$ cat src/rtl/uart_trx_param.sv
// uart_trx_param: parametrised full-duplex UART, LSB first, mid-bit sampled receiver.
// Define UART_PARITY_EN to add a parity bit (even, or odd with PARITY_ODD=1) after the data bits.
module uart_trx_param #(
    parameter int DATA_W       = 8,
    parameter int CLKS_PER_BIT = 16,
    parameter int STOP_BITS    = 1,
    parameter int PARITY_ODD   = 0
) (
    input  logic              clk,
    input  logic              rst,
    input  logic              start,
    input  logic [DATA_W-1:0] txin,
    output logic              tx,
    output logic              txbusy,
    output logic              txdone,
    input  logic              rx,
    output logic [DATA_W-1:0] rxout,
    output logic              rxdone,
    output logic              rxerr,
    output logic              parerr
);

    localparam int CNT_W  = $clog2(CLKS_PER_BIT);
    localparam int DCNT_W = $clog2(DATA_W);
    localparam logic [CNT_W-1:0]  BIT_LAST  = CNT_W'(CLKS_PER_BIT - 1);
    localparam logic [CNT_W-1:0]  HALF_LAST = CNT_W'(CLKS_PER_BIT / 2 - 1);
    localparam logic [DCNT_W-1:0] DATA_LAST = DCNT_W'(DATA_W - 1);
    localparam logic              STOP_LAST = 1'(STOP_BITS - 1);

    typedef enum logic [2:0] {
        S_IDLE,
        S_START,
        S_DATA,
`ifdef UART_PARITY_EN
        S_PARITY,
`endif
        S_STOP
    } state_t;

    // ---------------------------------------------------------------- TX
    state_t              tx_state, tx_next;
    logic [CNT_W-1:0]    tx_cnt;
    logic [DCNT_W-1:0]   tx_dcnt;
    logic                tx_scnt;
    logic [DATA_W-1:0]   tx_shift;
    logic                tx_bit_end;
    logic                tx_d, tx_done_d, tx_busy_d;

    assign tx_bit_end = (tx_cnt == BIT_LAST);

    // NOTE: state and datapath registers use non-blocking assignments so every flop samples pre-edge values.
    always_ff @(posedge clk or posedge rst) begin
        if (rst) tx_state <= S_IDLE;
        else     tx_state <= tx_next;
    end

    // NOTE: next state defaults to the current state first, so no path leaves it unassigned (no latch).
    always_comb begin
        tx_next = tx_state;
        case (tx_state)
            S_IDLE:  if (start) tx_next = S_START;
            S_START: if (tx_bit_end) tx_next = S_DATA;
            S_DATA:
                if (tx_bit_end && tx_dcnt == DATA_LAST) begin
`ifdef UART_PARITY_EN
                    tx_next = S_PARITY;
`else
                    tx_next = S_STOP;
`endif
                end
`ifdef UART_PARITY_EN
            S_PARITY: if (tx_bit_end) tx_next = S_STOP;
`endif
            S_STOP:  if (tx_bit_end && tx_scnt == STOP_LAST) tx_next = S_IDLE;
            default: tx_next = S_IDLE;
        endcase
    end

`ifdef UART_PARITY_EN
    logic tx_par;
`endif

    always_ff @(posedge clk or posedge rst) begin
        if (rst) begin
            tx_cnt   <= '0;
            tx_dcnt  <= '0;
            tx_scnt  <= 1'b0;
            tx_shift <= '0;
`ifdef UART_PARITY_EN
            tx_par   <= 1'b0;
`endif
        end else if (tx_state == S_IDLE) begin
            tx_cnt  <= '0;
            tx_dcnt <= '0;
            tx_scnt <= 1'b0;
            if (start) begin
                tx_shift <= txin;
`ifdef UART_PARITY_EN
                tx_par   <= ^txin ^ 1'(PARITY_ODD);
`endif
            end
        end else if (tx_bit_end) begin
            tx_cnt <= '0;
            if (tx_state == S_DATA) begin
                tx_shift <= tx_shift >> 1;
                tx_dcnt  <= tx_dcnt + 1'b1;
            end
            if (tx_state == S_STOP) tx_scnt <= tx_scnt + 1'b1;
        end else begin
            tx_cnt <= tx_cnt + 1'b1;
        end
    end

    always_comb begin
        tx_d = 1'b1;
        case (tx_state)
            S_START:  tx_d = 1'b0;
            S_DATA:   tx_d = tx_shift[0];
`ifdef UART_PARITY_EN
            S_PARITY: tx_d = tx_par;
`endif
            default:  tx_d = 1'b1;
        endcase
        tx_done_d = (tx_state == S_STOP) && tx_bit_end && (tx_scnt == STOP_LAST);
        tx_busy_d = (tx_state != S_IDLE) && !tx_done_d;
    end

    // Registered pins: the line lags the FSM by one cycle, so tx falls the cycle after accept.
    always_ff @(posedge clk or posedge rst) begin
        if (rst) begin
            tx     <= 1'b1;
            txbusy <= 1'b0;
            txdone <= 1'b0;
        end else begin
            tx     <= tx_d;
            txbusy <= tx_busy_d;
            txdone <= tx_done_d;
        end
    end

    // ---------------------------------------------------------------- RX
    state_t              rx_state, rx_next;
    logic                rx_s1, rx_s2, rx_prev;
    logic                rx_fall;
    logic [CNT_W-1:0]    rx_cnt;
    logic [DCNT_W-1:0]   rx_dcnt;
    logic [DATA_W-1:0]   rx_shift;
    logic                rx_half_end, rx_bit_end;
    logic                rx_done_d;

    // Synchroniser resets to idle-high so reset release never looks like a start edge.
    always_ff @(posedge clk or posedge rst) begin
        if (rst) begin
            rx_s1   <= 1'b1;
            rx_s2   <= 1'b1;
            rx_prev <= 1'b1;
        end else begin
            rx_s1   <= rx;
            rx_s2   <= rx_s1;
            rx_prev <= rx_s2;
        end
    end

    assign rx_fall     = rx_prev & ~rx_s2;
    assign rx_half_end = (rx_cnt == HALF_LAST);
    assign rx_bit_end  = (rx_cnt == BIT_LAST);

    always_ff @(posedge clk or posedge rst) begin
        if (rst) rx_state <= S_IDLE;
        else     rx_state <= rx_next;
    end

    always_comb begin
        rx_next = rx_state;
        case (rx_state)
            S_IDLE:  if (rx_fall) rx_next = S_START;
            S_START: if (rx_half_end) rx_next = rx_s2 ? S_IDLE : S_DATA;
            S_DATA:
                if (rx_bit_end && rx_dcnt == DATA_LAST) begin
`ifdef UART_PARITY_EN
                    rx_next = S_PARITY;
`else
                    rx_next = S_STOP;
`endif
                end
`ifdef UART_PARITY_EN
            S_PARITY: if (rx_bit_end) rx_next = S_STOP;
`endif
            S_STOP:  if (rx_bit_end) rx_next = S_IDLE;
            default: rx_next = S_IDLE;
        endcase
    end

`ifdef UART_PARITY_EN
    logic rx_par;
`endif

    always_ff @(posedge clk or posedge rst) begin
        if (rst) begin
            rx_cnt   <= '0;
            rx_dcnt  <= '0;
            rx_shift <= '0;
`ifdef UART_PARITY_EN
            rx_par   <= 1'b0;
`endif
        end else if (rx_state == S_IDLE) begin
            rx_cnt  <= '0;
            rx_dcnt <= '0;
        end else if (rx_state == S_START) begin
            rx_cnt <= rx_half_end ? '0 : rx_cnt + 1'b1;
        end else if (rx_bit_end) begin
            rx_cnt <= '0;
            if (rx_state == S_DATA) begin
                rx_shift <= {rx_s2, rx_shift[DATA_W-1:1]};
                rx_dcnt  <= rx_dcnt + 1'b1;
            end
`ifdef UART_PARITY_EN
            if (rx_state == S_PARITY) rx_par <= rx_s2;
`endif
        end else begin
            rx_cnt <= rx_cnt + 1'b1;
        end
    end

    always_comb begin
        rx_done_d = (rx_state == S_STOP) && rx_bit_end;
    end

    // Only the first stop bit is checked; errors are flagged but data is always delivered.
    always_ff @(posedge clk or posedge rst) begin
        if (rst) begin
            rxdone <= 1'b0;
            rxout  <= '0;
            rxerr  <= 1'b0;
        end else begin
            rxdone <= rx_done_d;
            if (rx_done_d) begin
                rxout <= rx_shift;
                rxerr <= ~rx_s2;
            end
        end
    end

`ifdef UART_PARITY_EN
    always_ff @(posedge clk or posedge rst) begin
        if (rst)            parerr <= 1'b0;
        else if (rx_done_d) parerr <= (^rx_shift ^ 1'(PARITY_ODD)) != rx_par;
    end
`else
    logic unused_parity_cfg;
    assign unused_parity_cfg = (PARITY_ODD != 0);
    assign parerr = 1'b0;
`endif

endmodule

$ cat config.mk
export PLATFORM = sky130hd
export DESIGN_NAME = uart_trx_param
export DESIGN_NICKNAME = d
export VERILOG_FILES = /design/src/rtl/uart_trx_param.sv
export SDC_FILE = /design/constraint.sdc
export NUM_CORES = 1
export LEC_CHECK = 0
export CORE_MARGIN = 2
export CORE_UTILIZATION = 25
export CTS_CLUSTER_DIAMETER = 40
export DETAILED_ROUTE_END_ITERATION = 8
export PLACE_DENSITY_LB_ADDON = 0.25
export REMOVE_ABC_BUFFERS = 1
export SETUP_SLACK_MARGIN = 0.2
export SLEW_MARGIN = 40
export SYNTH_ARGS = -nofsm -noshare
export SYNTH_HDL_FRONTEND = slang
export SYNTH_SLANG_ARGS = --single-unit
$ cat constraint.sdc
create_clock -name clk -period 1.7 [get_ports clk]
set_clock_uncertainty 0.05 [all_clocks]
set_input_delay 0.17 -clock clk [delete_from_list [all_inputs] [get_ports clk]]
set_output_delay 0.17 -clock clk [all_outputs]
set_load 0.1 [all_outputs]
* After elaboration in Yosys (flattened, before gate mapping) *
Cells that the tools add are included.

cells by class
  add/sub/neg operators = 5
  eq/ne operators = 20
  multiplexer cells = 32
  bitwise logic cells = 5
  reduce and logical (&&, ||, !) cells = 23

operator list
  cell                                                  number
  two-way mux 3 bit                                     15
  two-way mux 8 bit                                     4
  two-way mux 4 bit                                     6
  case mux 3 bit (4 select lines)                       2
  inequality test 2 bit (second input constant)         9
  equality test 3 x 2 -> 1 bit (second input constant)  4
  AND reduction 4 bit                                   3
  nonzero test 2 bit                                    5
  adder 4 x 1 -> 4 bit (second input constant)          2
  equality test 4 bit (second input constant)           2
  logical AND 1 bit                                     7
  adder 3 x 1 -> 3 bit (second input constant)          2
  equality test 3 x 1 -> 1 bit (second input constant)  2
  equality test 3 bit (second input constant)           2
  logical NOT 3 bit                                     2
  AND reduction 3 bit                                   2
  equality test 4 x 3 -> 1 bit (second input constant)  1
  inverter 1 bit                                        4
  AND reduction 2 bit                                   2
  two-way mux 1 bit                                     3
  nonzero test 3 bit                                    1
  two-way mux 2 bit                                     1
  case mux 1 bit (2 select lines)                       1
  adder 1 bit (second input constant)                   1
  2 further kinds                                       2

storage, ports and cells
  bits in registers = 53

* Depth between registers and ports, before layout *
Gate-level depths: netlist of run 1.

  depth after elaboration = 5
  gate-level depth with buffers = 7
  gate-level depth less buffers = 6

* Worst setup path before layout of run 1 *
No wires, ideal clock.

  path type = reg2reg
  start point = register rx_cnt[0]
  end point = register rxout[7]
  arrival = 1442 ps
  slack = 83 ps
  cell stages (with the launch flop) = 6
  path buffers = 0
  period minus slack after synthesis = 1617 ps
  cell sequence = dfrtp_1 -> ha_1 -> and3_1 -> nand3_4 -> inv_2 -> mux2_2

between the ends
  cells in the longest elaborated chain, start to end = 2

ends and longest elaborated chain
  item                    line  source
  start, declared         145   logic [CNT_W-1:0] rx_cnt;
  start signal, assigned  210   rx_cnt <= rx_half_end ? '0 : rx_cnt + 1'b1;
  start signal, assigned  221   rx_cnt <= rx_cnt + 1'b1;
  equality test 4 bit     166   assign rx_bit_end = (rx_cnt == BIT_LAST);
  logical AND 1 bit       226   rx_done_d = (rx_state == S_STOP) && rx_bit_end;
  via rx_done_d           149   logic rx_done_d;
  end signal, assigned    238   rxout <= rx_shift;
  end, declared           17    output logic [DATA_W-1:0] rxout,

The timed path passes the listed nets, and every way through them passes these cells.
A chain may end at the register's enable or synchronous reset.

* Worst setup path after layout of run 1 *
  start point = register tx_cnt[1]
  end point = register tx_state[1]

between the ends
  cells in the longest elaborated chain, start to end = 4
  elaborated cells on any way between the ends = 7
  those cells by class = 4 x eq/ne; 3 x reduce/logical

ends and longest elaborated chain
  item                                         line    source
  start, declared                              42      logic [CNT_W-1:0] tx_cnt;
  start signal, assigned                       110     tx_cnt <= tx_cnt + 1'b1;
  equality test 4 bit *                        49      assign tx_bit_end = (tx_cnt == BIT_LAST);
  logical AND 1 bit, on equally long branches  74, 64
  inequality test 2 bit (no source line)       n/a
  AND reduction 4 bit (no source line) *       n/a
  end signal, assigned                         54      else tx_state <= tx_next;
  end, declared                                41      state_t tx_state, tx_next;

Mark *: on every way between the ends. The rest lies on a longest branch, timed or not.

==> summary.md, run 1 <==
| Metric | Value |
|---|---|
| Slowest CP cell | `dfrtp_1` |
| Mapped cell area | `2300 um2` |
| Post-layout instance area | `3100 um2` |
| Synth unique cells | `41` |
| Worst skew pair latency | `0.31 ns` |
| CP Cell Sequence | `ha_4 > and3_4 > o2bb2ai_2 > nand3_2 > mux2_1` |
| Final period util | `0.889` |
| Top delay family on crit path | `flip-flops` |
| IO buf count | `24` |
| Critical path peak fanout | `4` |
| Initial Utilization | `0.254` |
| Cells after Synth | `204` |
| Post-DP HPWL | `3000 um` |
| Filler instances | `900` |
| Ant. Diodes | `0` |
| FF+latch area | `1280 um2` |
| Critical path data arrival time | `1.65 ns` |
| #FFs+latches synth | `51` |
| DRT Wirelength | `4260 um` |
| Per-cell routed wire length | `11.9 um` |
| Die Height | `99.9 um` |
| VDD IR max | `0.000294 V` |
| Antenna violations before repair | `0` |
| CP max stage delay | `0.41 ns` |
| Setup crit start kind | `flop` |
| Total track usage | `0.0928` |
| Row count | `35` |
| Reg2Reg Setup Slack | `0.19 ns` |
| Clock tree buffer depth | `2` |
| Hold_buf cts | `0` |
| CTS sink count | `51` |
| Sequential element share of the synthesized area | `0.557` |
| Cell Pwr Density | `862 nW/um2` |
| Buffers plus inverters on the worst setup path | `0` |
| Crit path capture type | `flop` |
| Cts bufs inserted | `5` |
| First-pass GRT wire length | `7490 um` |
| Placed Area | `2880 um2` |
| Max-cap viol count | `0` |
| Fmax | `661 MHz` |
| Number of synthesized flops with an enable pin | `0` |
| Initial DRT Pass Iterations | `4` |
| Residual DRC | `0` |
| Crit path kind | `flop to flop` |
| Run status | `finished clean` |
| Vias in the first global route | `1627` |
| Hold/Removal Path Class | `input pin to asynchronous set/reset pin` |
| Synth Area per Inst | `11.3 um2` |
| Gr ovfl total | `0` |
| WP data required | `1.84 ns` |
| Detailed Route Iter0 Violations | `43` |
| Fin nets | `269` |
| Final min period | `1.51 ns` |
| Synth Flop Type | `dfrtp_1` |
| CTS tree | `yes` |
| Fin. max-slew vios | `0` |
| Setup_tns | `0 ns` |
| Multi-input gate area | `997 um2` |
| Post-route ant nets | `0` |
| Final setup viols | `0` |
| Syn-to-layout area delta | `34.5%` |
| Via-to-Cell Ratio | `4.41` |
| DR vias | `1584` |
| Routability Congestion | `0.750` |
| Reg clk slew, reported paths | `0.09 ns` |
| Die ar. | `9990 um2` |
| Core area | `9060 um2` |
| Largest net degree at the start of global routing | `28` |
| Die W | `99.9 um` |
| Synth warn | `0` |
| Leak pwr | `0.00138 uW` |
| Final-report hold violation count | `0` |
| H-tree Lvls | `2` |
| Clock Tree Root | `clkbuf_8` |
| I/O Pins | `26` |
| Unrepaired setup endpoints after global routing | `yes` |
| Share of layout cells above drive strength 1 | `0.339` |
| Asr flop ratio synth | `1.00` |
-- registers in the layout, summed over array words and instances, names as in the netlist --
signal and cells:
rx_cnt 4, rx_dcnt 3, rx_prev 1, rx_s1 1
rx_s2 1, rx_shift 8, rx_state 2, rxdone 1
rxerr 1, rxout 8, tx 1, tx_cnt 4
tx_dcnt 3, tx_scnt 1, tx_shift 8, tx_state 2
txbusy 1, txdone 1
-- worst reg2reg max path: stages (launching register included) --
cell       delay (ns)
dfrtp_1          0.41
ha_4             0.17
and3_4           0.23
o2bb2ai_2        0.14
nand3_2          0.10
mux2_1           0.31
-- synth_stat cells (2+ instances only) --
library cell,count,area (um2)
dfrtp_1,47,1180
nand2_1,33,124
inv_1,13,48.8
ha_1,10,125
mux2_2,10,113
a21oi_1,8,40.0
nor2_1,8,30.0
a21oi_2,7,61.3
o22ai_1,7,43.8
a22o_1,6,52.6
o21ai_0,6,30.0
nand3_1,5,25.0
dfstp_2,4,105
nor3_1,3,15.0
a22oi_1,2,15.0
and3_1,2,12.5
buf_2,2,10.0
buf_4,2,15.0
buf_6,2,22.5
nand2b_1,2,12.5
nand3_2,2,20.0
nor2b_1,2,12.5
nor3b_1,2,15.0
xnor2_1,2,17.5
-- routing by layer --
layer / global-route usage / share of wire / vias to the layer above / routed length [um]
met2: 0.160 / 0.51 / 20 / 2190
met4: 0.0253 / 0.012 / 0 / 50
met1: 0.116 / 0.44 / 768 / 1880
met5: 0 / 0 / - / 0
li1: - / - / 789 / -
met3: 0.0237 / 0.032 / 7 / 137
-- stage by stage --
step                      setup slack (ns)  power (uW)  std cells  hold slack, ns  utilization
after floorplan                     0.0680        1670        197           0.124            -
after global placement               0.102        1840        346           0.296        0.317
after detailed placement            0.0779        1840        346           0.297        0.317
after CTS                            0.164        2660        357          0.0715        0.334
after global routing                 0.137        2850        359          0.0986        0.341
final                                0.188        2670        359          0.0735        0.341
-- report_power, final --
part           internal (uW)  leakage, uW  switching, uW
combinational            266     0.000666            234
clock                    333    0.0000474            412
sequential              1290     0.000667            132
total                   1890      0.00138            778
-- area by class of cell --
type / count / area share
Tap cell: 111 / 0.0449
Sequential cell: 51 / 0.414
Clock buffer: 6 / 0.0267
Clock inverter: 2 / 0.00525
Timing Repair Buffer: 43 / 0.170
Multi-Input combinational cell: 132 / 0.322
Inverter: 14 / 0.0170
-- cells by family after synthesis --
family,share of synthesized area
XOR/XNOR,0.0114
adder cells (fa/ha/maj),0.0544
AO/OA/AOI/OAI,0.129
buffers and inverters,0.0451
other,0.00163
multiplexers,0.0538
AND/OR/NAND/NOR,0.147
flip-flops,0.557
-- worst paths after layout --
path / from / to / cells after the start
setup / recovery: tx_cnt[1] / tx_state[1] / 5
hold reg to reg: rx_s1 / rx_s2 / 0
max in group asynchronous: rst / tx / 3
hold / removal: rst / rxout[4] / 2
min in group clk: rx / rx_s1 / 1
setup reg to reg: tx_cnt[1] / tx_state[1] / 5
-- cell usage in the layout (no fill, tap or decap), drive strengths merged, types with 7 or more instances in the layout --
| cell | netlist | routed |
|---|---|---|
| a21oi | 15 | 15 |
| clkdlybuf4s50 | 0 | 11 |
| o22ai | 7 | 7 |
| mux2 | 11 | 11 |
| buf | 6 | 32 |
| dfrtp | 47 | 47 |
| nor2 | 9 | 9 |
| inv | 14 | 14 |
| ha | 10 | 10 |
| nand3 | 8 | 8 |
| nand2 | 34 | 34 |
-- timing repair --
item,CTS,global route
resized for setup,12,9
setup endpoints to repair,23,21
pin swaps,2,2
buffers inserted,3,2
No activity file was read; power rests on OpenSTA's default activity.
==> inputs of run 2 (changes only) <==
HOLD_SLACK_MARGIN = 0.1   (was default)
clock period = 1.81 ns   (was 1.7 ns; I/O delays follow)
==> summary.md, run 2 (same netlist as run 1, synthesis figures left out) <==
| Metric | Value |
|---|---|
| Slowest CP cell | `dfrtp_1` |
| Row count | `35 (unchanged)` |
| Crit path capture type | `flop` |
| Largest net degree at the start of global routing | `52 (+86%)` |
| Fin worst setup slack | `0.265 ns (+0.0767 ns)` |
| Core area | `9060 um2 (unchanged)` |
| Unrepaired setup endpoints after global routing | `no` |
| Via-to-Cell Ratio | `4.35 (-1.5%)` |
| Fin nets | `262 (-2.6%)` |
| Fin. max-slew vios | `0 (unchanged)` |
| Run status | `finished clean` |
| Reg2Reg Setup Slack | `0.26 ns (+0.08 ns)` |
| Syn-to-layout area delta | `23.4%` |
| CP max stage delay | `0.41 ns (about the same)` |
| I/O Pins | `26 (unchanged)` |
| Total track usage | `0.0898 (-0.00298)` |
| Final setup viols | `0 (unchanged)` |
| Hold/Removal Path Class | `input pin to asynchronous set/reset pin` |
| WP data required | `1.97 ns (+0.13 ns)` |
| Commonest non-fill, non-tap cells in the layout | `47 x dfrtp_1, 32 x nand2_1, 23 x buf_4` |
| Cell Pwr Density | `843 nW/um2 (-2.2%)` |
| Leak pwr | `0.00131 uW (-5.5%)` |
| Setup_tns | `0 ns (unchanged)` |
| IO buf count | `24 (unchanged)` |
| Cts bufs inserted | `5 (unchanged)` |
| DRT Wirelength | `4090 um (-4.1%)` |
| Fin cells | `352 (-1.9%)` |
| CP Cell Sequence | `ha_1 > ha_1 > a22oi_2 > o21ai_1 > a221o_1` |
| Residual DRC | `0 (unchanged)` |
| Final period util | `0.854 (-0.0356)` |
| Share of layout cells above drive strength 1 | `0.295 (-0.0441)` |
| Die ar. | `9990 um2 (unchanged)` |
| Vias in the first global route | `1546 (-5.0%)` |
| H-tree Lvls | `2 (unchanged)` |
| Min Hold Slack | `0.176 ns (+0.103 ns)` |
| Detailed Route Iter0 Violations | `52 (+21%)` |
| Initial Utilization | `0.254 (unchanged)` |
| Buffers plus inverters on the worst setup path | `0 (unchanged)` |
| Die Height | `99.9 um (unchanged)` |
| Setup crit start kind | `flop` |
| Biggest regs | `rx_shift: 8 flops, rxout: 8 flops, tx_shift: 8 flops` |
| Gr ovfl total | `0 (unchanged)` |
| Total power | `2390 uW (-10%)` |
| Placed insts | `340 (-1.7%)` |
| VDD IR max | `0.000285 V (-3.2%)` |
| First-pass GRT wire length | `7230 um (-3.4%)` |
| Most frequent CP cell | `ha_1` |
| Max-cap viol count | `0 (unchanged)` |
| Final min period | `1.55 ns (+0.0333 ns)` |
| Reg clk slew, reported paths | `0.10 ns (about the same)` |
| Dpl ws | `0.0926 ns (+0.0148 ns)` |
| Worst skew pair latency | `0.31 ns (about the same)` |
| Leading cell type in the layout, fill and taps excluded | `dfrtp_1` |
| Clock Tree Root | `clkbuf_8` |
| Hold_buf cts | `0 (unchanged)` |
| Initial DRT Pass Iterations | `4 (unchanged)` |
| Filler instances | `932 (+3.6%)` |
| Critical path peak fanout | `3 (-1)` |
| Die W | `99.9 um (unchanged)` |
| CTS tree | `yes` |
| Clock tree buffer depth | `2 (unchanged)` |
| Crit path kind | `flop to flop` |
| Final-report hold violation count | `0 (unchanged)` |
| Post-DP HPWL | `2810 um (-6.2%)` |
| Ant. Diodes | `0 (unchanged)` |
| Routability Congestion | `0.722 (-3.8%)` |
| Top delay family on crit path | `compound AO/OA/AOI/OAI gates` |
| Antenna violations before repair | `0 (unchanged)` |
| Fmax | `647 MHz (-2.2%)` |
| DR vias | `1530 (-3.4%)` |
| Post-route ant nets | `0 (unchanged)` |
| CTS sink count | `51 (unchanged)` |
| Per-cell routed wire length | `11.6 um (-2.2%)` |
| Critical path data arrival time | `1.70 ns (+0.05 ns)` |
-- run 2: cell count changes in the layout (fill, tap and decap cells not counted), sizes merged --
cell | before | now
buf | 32 | 25
clkbuf | 6 | 5
clkinv | 1 | 2
-- run 2: metrics by stage --
stage	cell area [um2]	utilization
CTS	2800	0.308
finish	2840	0.313
floorplan	2250	-
global route	2840	0.313
detailed placement	2680	0.296
global placement	2680	0.296
-- run 2: worst paths after layout --
path                          endpoint  startpoint  cells after the start
hold reg to reg                  rx_s2       rx_s1                      0
min in group clk                 rx_s1          rx                      1
setup / recovery           rx_state[0]  rx_dcnt[1]                      5
setup reg to reg           rx_state[0]  rx_dcnt[1]                      5
max in group asynchronous        rx_s1         rst                      3
hold / removal             tx_shift[3]         rst                      3
-- run 2: worst min-delay path, stage by stage --
cell	delay, ns
clkdlybuf4s50_1	0.41
inv_2	0.07
buf_12	0.26
-- run 2: timing repair --
action,in CTS,in global routing
resized for setup,5,6
buffers inserted,1,3
cloned,0,0
pin swaps,0,1
endpoints found under the setup margin,9,24
-- run 2: area by class of cell --
cell class | count | area [um2] | area share
Clock buffer | 5 | 68.8 | 0.0242
Clock inverter | 3 | 25.0 | 0.00881
Inverter | 14 | 52.6 | 0.0185
Multi-Input combinational cell | 132 | 950 | 0.335
Sequential cell | 51 | 1280 | 0.451
Tap cell | 111 | 139 | 0.0489
Timing Repair Buffer | 36 | 323 | 0.114
-- run 2: routing by layer --
layer	vias to the layer above	part of all wire	GRT usage
met2	24	0.50	0.146
met5	-	0	0
li1	772	-	-
met1	728	0.45	0.116
met3	6	0.036	0.0230
met4	0	0.013	0.0348
-- run 2: report_power, final --
part | leakage [uW] | internal (uW) | switching (uW)
clock | 0.0000443 | 277 | 394
combinational | 0.000593 | 192 | 194
sequential | 0.000668 | 1210 | 123
==> inputs of run 3 (changes only) <==
clock period = 1.9 ns   (was 1.81 ns; I/O delays follow)
==> summary.md, run 3 (same netlist as run 1, synthesis figures left out) <==
| Metric | Value |
|---|---|
| Run status | `finished clean` |
| Setup_tns | `0 ns (unchanged)` |
| Max-Slew Margin vs Limit | `0.660` |
| Core area | `9060 um2 (unchanged)` |
| Crit path capture type | `flop` |
| Via-to-Cell Ratio | `4.39 (+1.1%)` |
| Residual DRC | `0 (unchanged)` |
| Hold_buf cts | `0 (unchanged)` |
| Detailed Route Iter0 Violations | `20 (-62%)` |
| Leading cell type in the layout, fill and taps excluded | `dfrtp_1` |
| VDD IR max | `0.000286 V (+0.46%)` |
| Commonest non-fill, non-tap cells in the layout | `47 x dfrtp_1, 32 x nand2_1, 18 x buf_4` |
| DR vias | `1525 (-0.33%)` |
| CTS tree | `yes` |
| Fin. max-slew vios | `0 (unchanged)` |
| Routability Congestion | `0.749 (+3.8%)` |
| CP Cell Sequence | `ha_2 > and3_1 > nand3_4 > inv_2 > mux2_2` |
| Fin nets | `257 (-1.9%)` |
| Slowest CP cell | `dfrtp_1` |
| Post-route ant nets | `0 (unchanged)` |
| Vias in the first global route | `1548 (+0.13%)` |
| WP data required | `2.05 ns (+0.08 ns)` |
| Die W | `99.9 um (unchanged)` |
| Fmax | `617 MHz (-4.6%)` |
| Critical path peak fanout | `10 (+7)` |
| H-tree Lvls | `2 (unchanged)` |
| Share of layout cells above drive strength 1 | `0.280 (-0.0149)` |
| Biggest regs | `rx_shift: 8 flops, rxout: 8 flops, tx_shift: 8 flops` |
| Buffers plus inverters on the worst setup path | `1 (+1)` |
| Reg clk slew, reported paths | `0.10 ns (about the same)` |
| Ant. Diodes | `0 (unchanged)` |
| Initial Utilization | `0.254 (unchanged)` |
| Die Height | `99.9 um (unchanged)` |
| Clock Tree Root | `clkbuf_8` |
| Setup crit start kind | `flop` |
| Final period util | `0.853 (-0.000902)` |
| Cts bufs inserted | `5 (unchanged)` |
| Leak pwr | `0.00127 uW (-2.5%)` |
| Filler instances | `924 (-0.86%)` |
| Unrepaired setup endpoints after global routing | `no` |
| Hold/Removal Path Class | `input pin to asynchronous set/reset pin` |
| Antenna violations before repair | `0 (unchanged)` |
| Top delay family on crit path | `flip-flops` |
| Gr ovfl total | `0 (unchanged)` |
| Die ar. | `9990 um2 (unchanged)` |
| Crit path kind | `flop to flop` |
| Worst skew pair latency | `0.30 ns (about the same)` |
| Fin worst setup slack | `0.280 ns (+0.0149 ns)` |
| Final setup viols | `0 (unchanged)` |
| Actual slew at the worst max-slew pin | `0.511 ns` |
| Post-DP HPWL | `2890 um (+2.6%)` |
| Dpl ws | `0.187 ns (+0.0940 ns)` |
| Critical path data arrival time | `1.77 ns (+0.07 ns)` |
| CTS sink count | `51 (unchanged)` |
| Largest net degree at the start of global routing | `22 (-58%)` |
| CP max stage delay | `0.40 ns (about the same)` |
| First-pass GRT wire length | `7190 um (-0.58%)` |
| Initial DRT Pass Iterations | `4 (unchanged)` |
| Cell Pwr Density | `799 nW/um2 (-5.1%)` |
| DRT Wirelength | `4060 um (-0.69%)` |
| Total track usage | `0.0882 (-0.00161)` |
| Clock tree buffer depth | `2 (unchanged)` |
| I/O Pins | `26 (unchanged)` |
| Final min period | `1.62 ns (+0.0751 ns)` |
| Max-cap viol count | `0 (unchanged)` |
| IO buf count | `24 (unchanged)` |
| Per-cell routed wire length | `11.7 um (+0.75%)` |
| Row count | `35 (unchanged)` |
| Final-report hold violation count | `0 (unchanged)` |
| Syn-to-layout area delta | `21.3%` |
[run 3: cell types whose count changed in the layout (fill, tap and decap cells not counted), sizes merged]
cell      delta
buf          -5
clkinv       -2
clkinvlp     +1
inv          +1
[run 3: final timing paths]
kind,endpoint,cells past startpoint,slack [ns],start
worst max-delay path,rxout[7],5,0.28,rx_cnt[0]
worst min-delay path,rx_shift[4],2,0.1,rst
worst max register to register,rxout[7],5,0.28,rx_cnt[0]
worst min register to register,rx_s2,0,0.31,rx_s1
max in group asynchronous,rx_dcnt[2],3,1.16,rst
min in group clk,rx_s1,1,0.23,rx
[run 3: area by class of cell]
type,instances,area [um2],share of cell area
multi-input cells,132,941,0.337
flip-flops and latches,51,1280,0.459
clock buffers,5,68.8,0.0247
inverters,14,52.6,0.0188
clock inverters,3,23.8,0.00852
repair buffers,31,285,0.102
well taps,111,139,0.0498
[run 3: what timing repair did]
| action | 4_1_cts | 5_1_grt |
|---|---|---|
| setup buffers | 0 | 1 |
| gates resized for setup | 1 | 8 |
| endpoints found under the setup margin | 1 | 10 |
| pin swaps | 0 | 1 |
[run 3: through the flow]
stage	total power [uW]	hold WS, ns	utilization	instances	instance area, um2
2_1_floorplan	1500	0.144	-	197	2250
3_3_place_gp	1600	0.296	0.294	338	2670
3_5_place_dp	1600	0.297	0.294	338	2670
4_1_cts	2280	0.102	0.304	346	2760
5_1_grt	2380	0.116	0.308	347	2790
6_report	2230	0.0951	0.308	347	2790
[run 3: routing by layer]
| layer | vias to the layer above | routed length (um) | part of all wire | track usage |
|---|---|---|---|---|
| li1 | 764 | - | - | - |
| met1 | 736 | 1980 | 0.49 | 0.118 |
| met2 | 18 | 1930 | 0.48 | 0.145 |
| met3 | 7 | 111 | 0.027 | 0.0230 |
| met4 | 0 | 35 | 0.0086 | 0.0190 |
| met5 | - | 0 | 0 | 0 |
[run 3: where the power goes]
part	total [uW]	switching, uW	internal [uW]
logic	290	146	144
clock network	652	387	264
registers	1290	137	1150
total	2230	670	1560
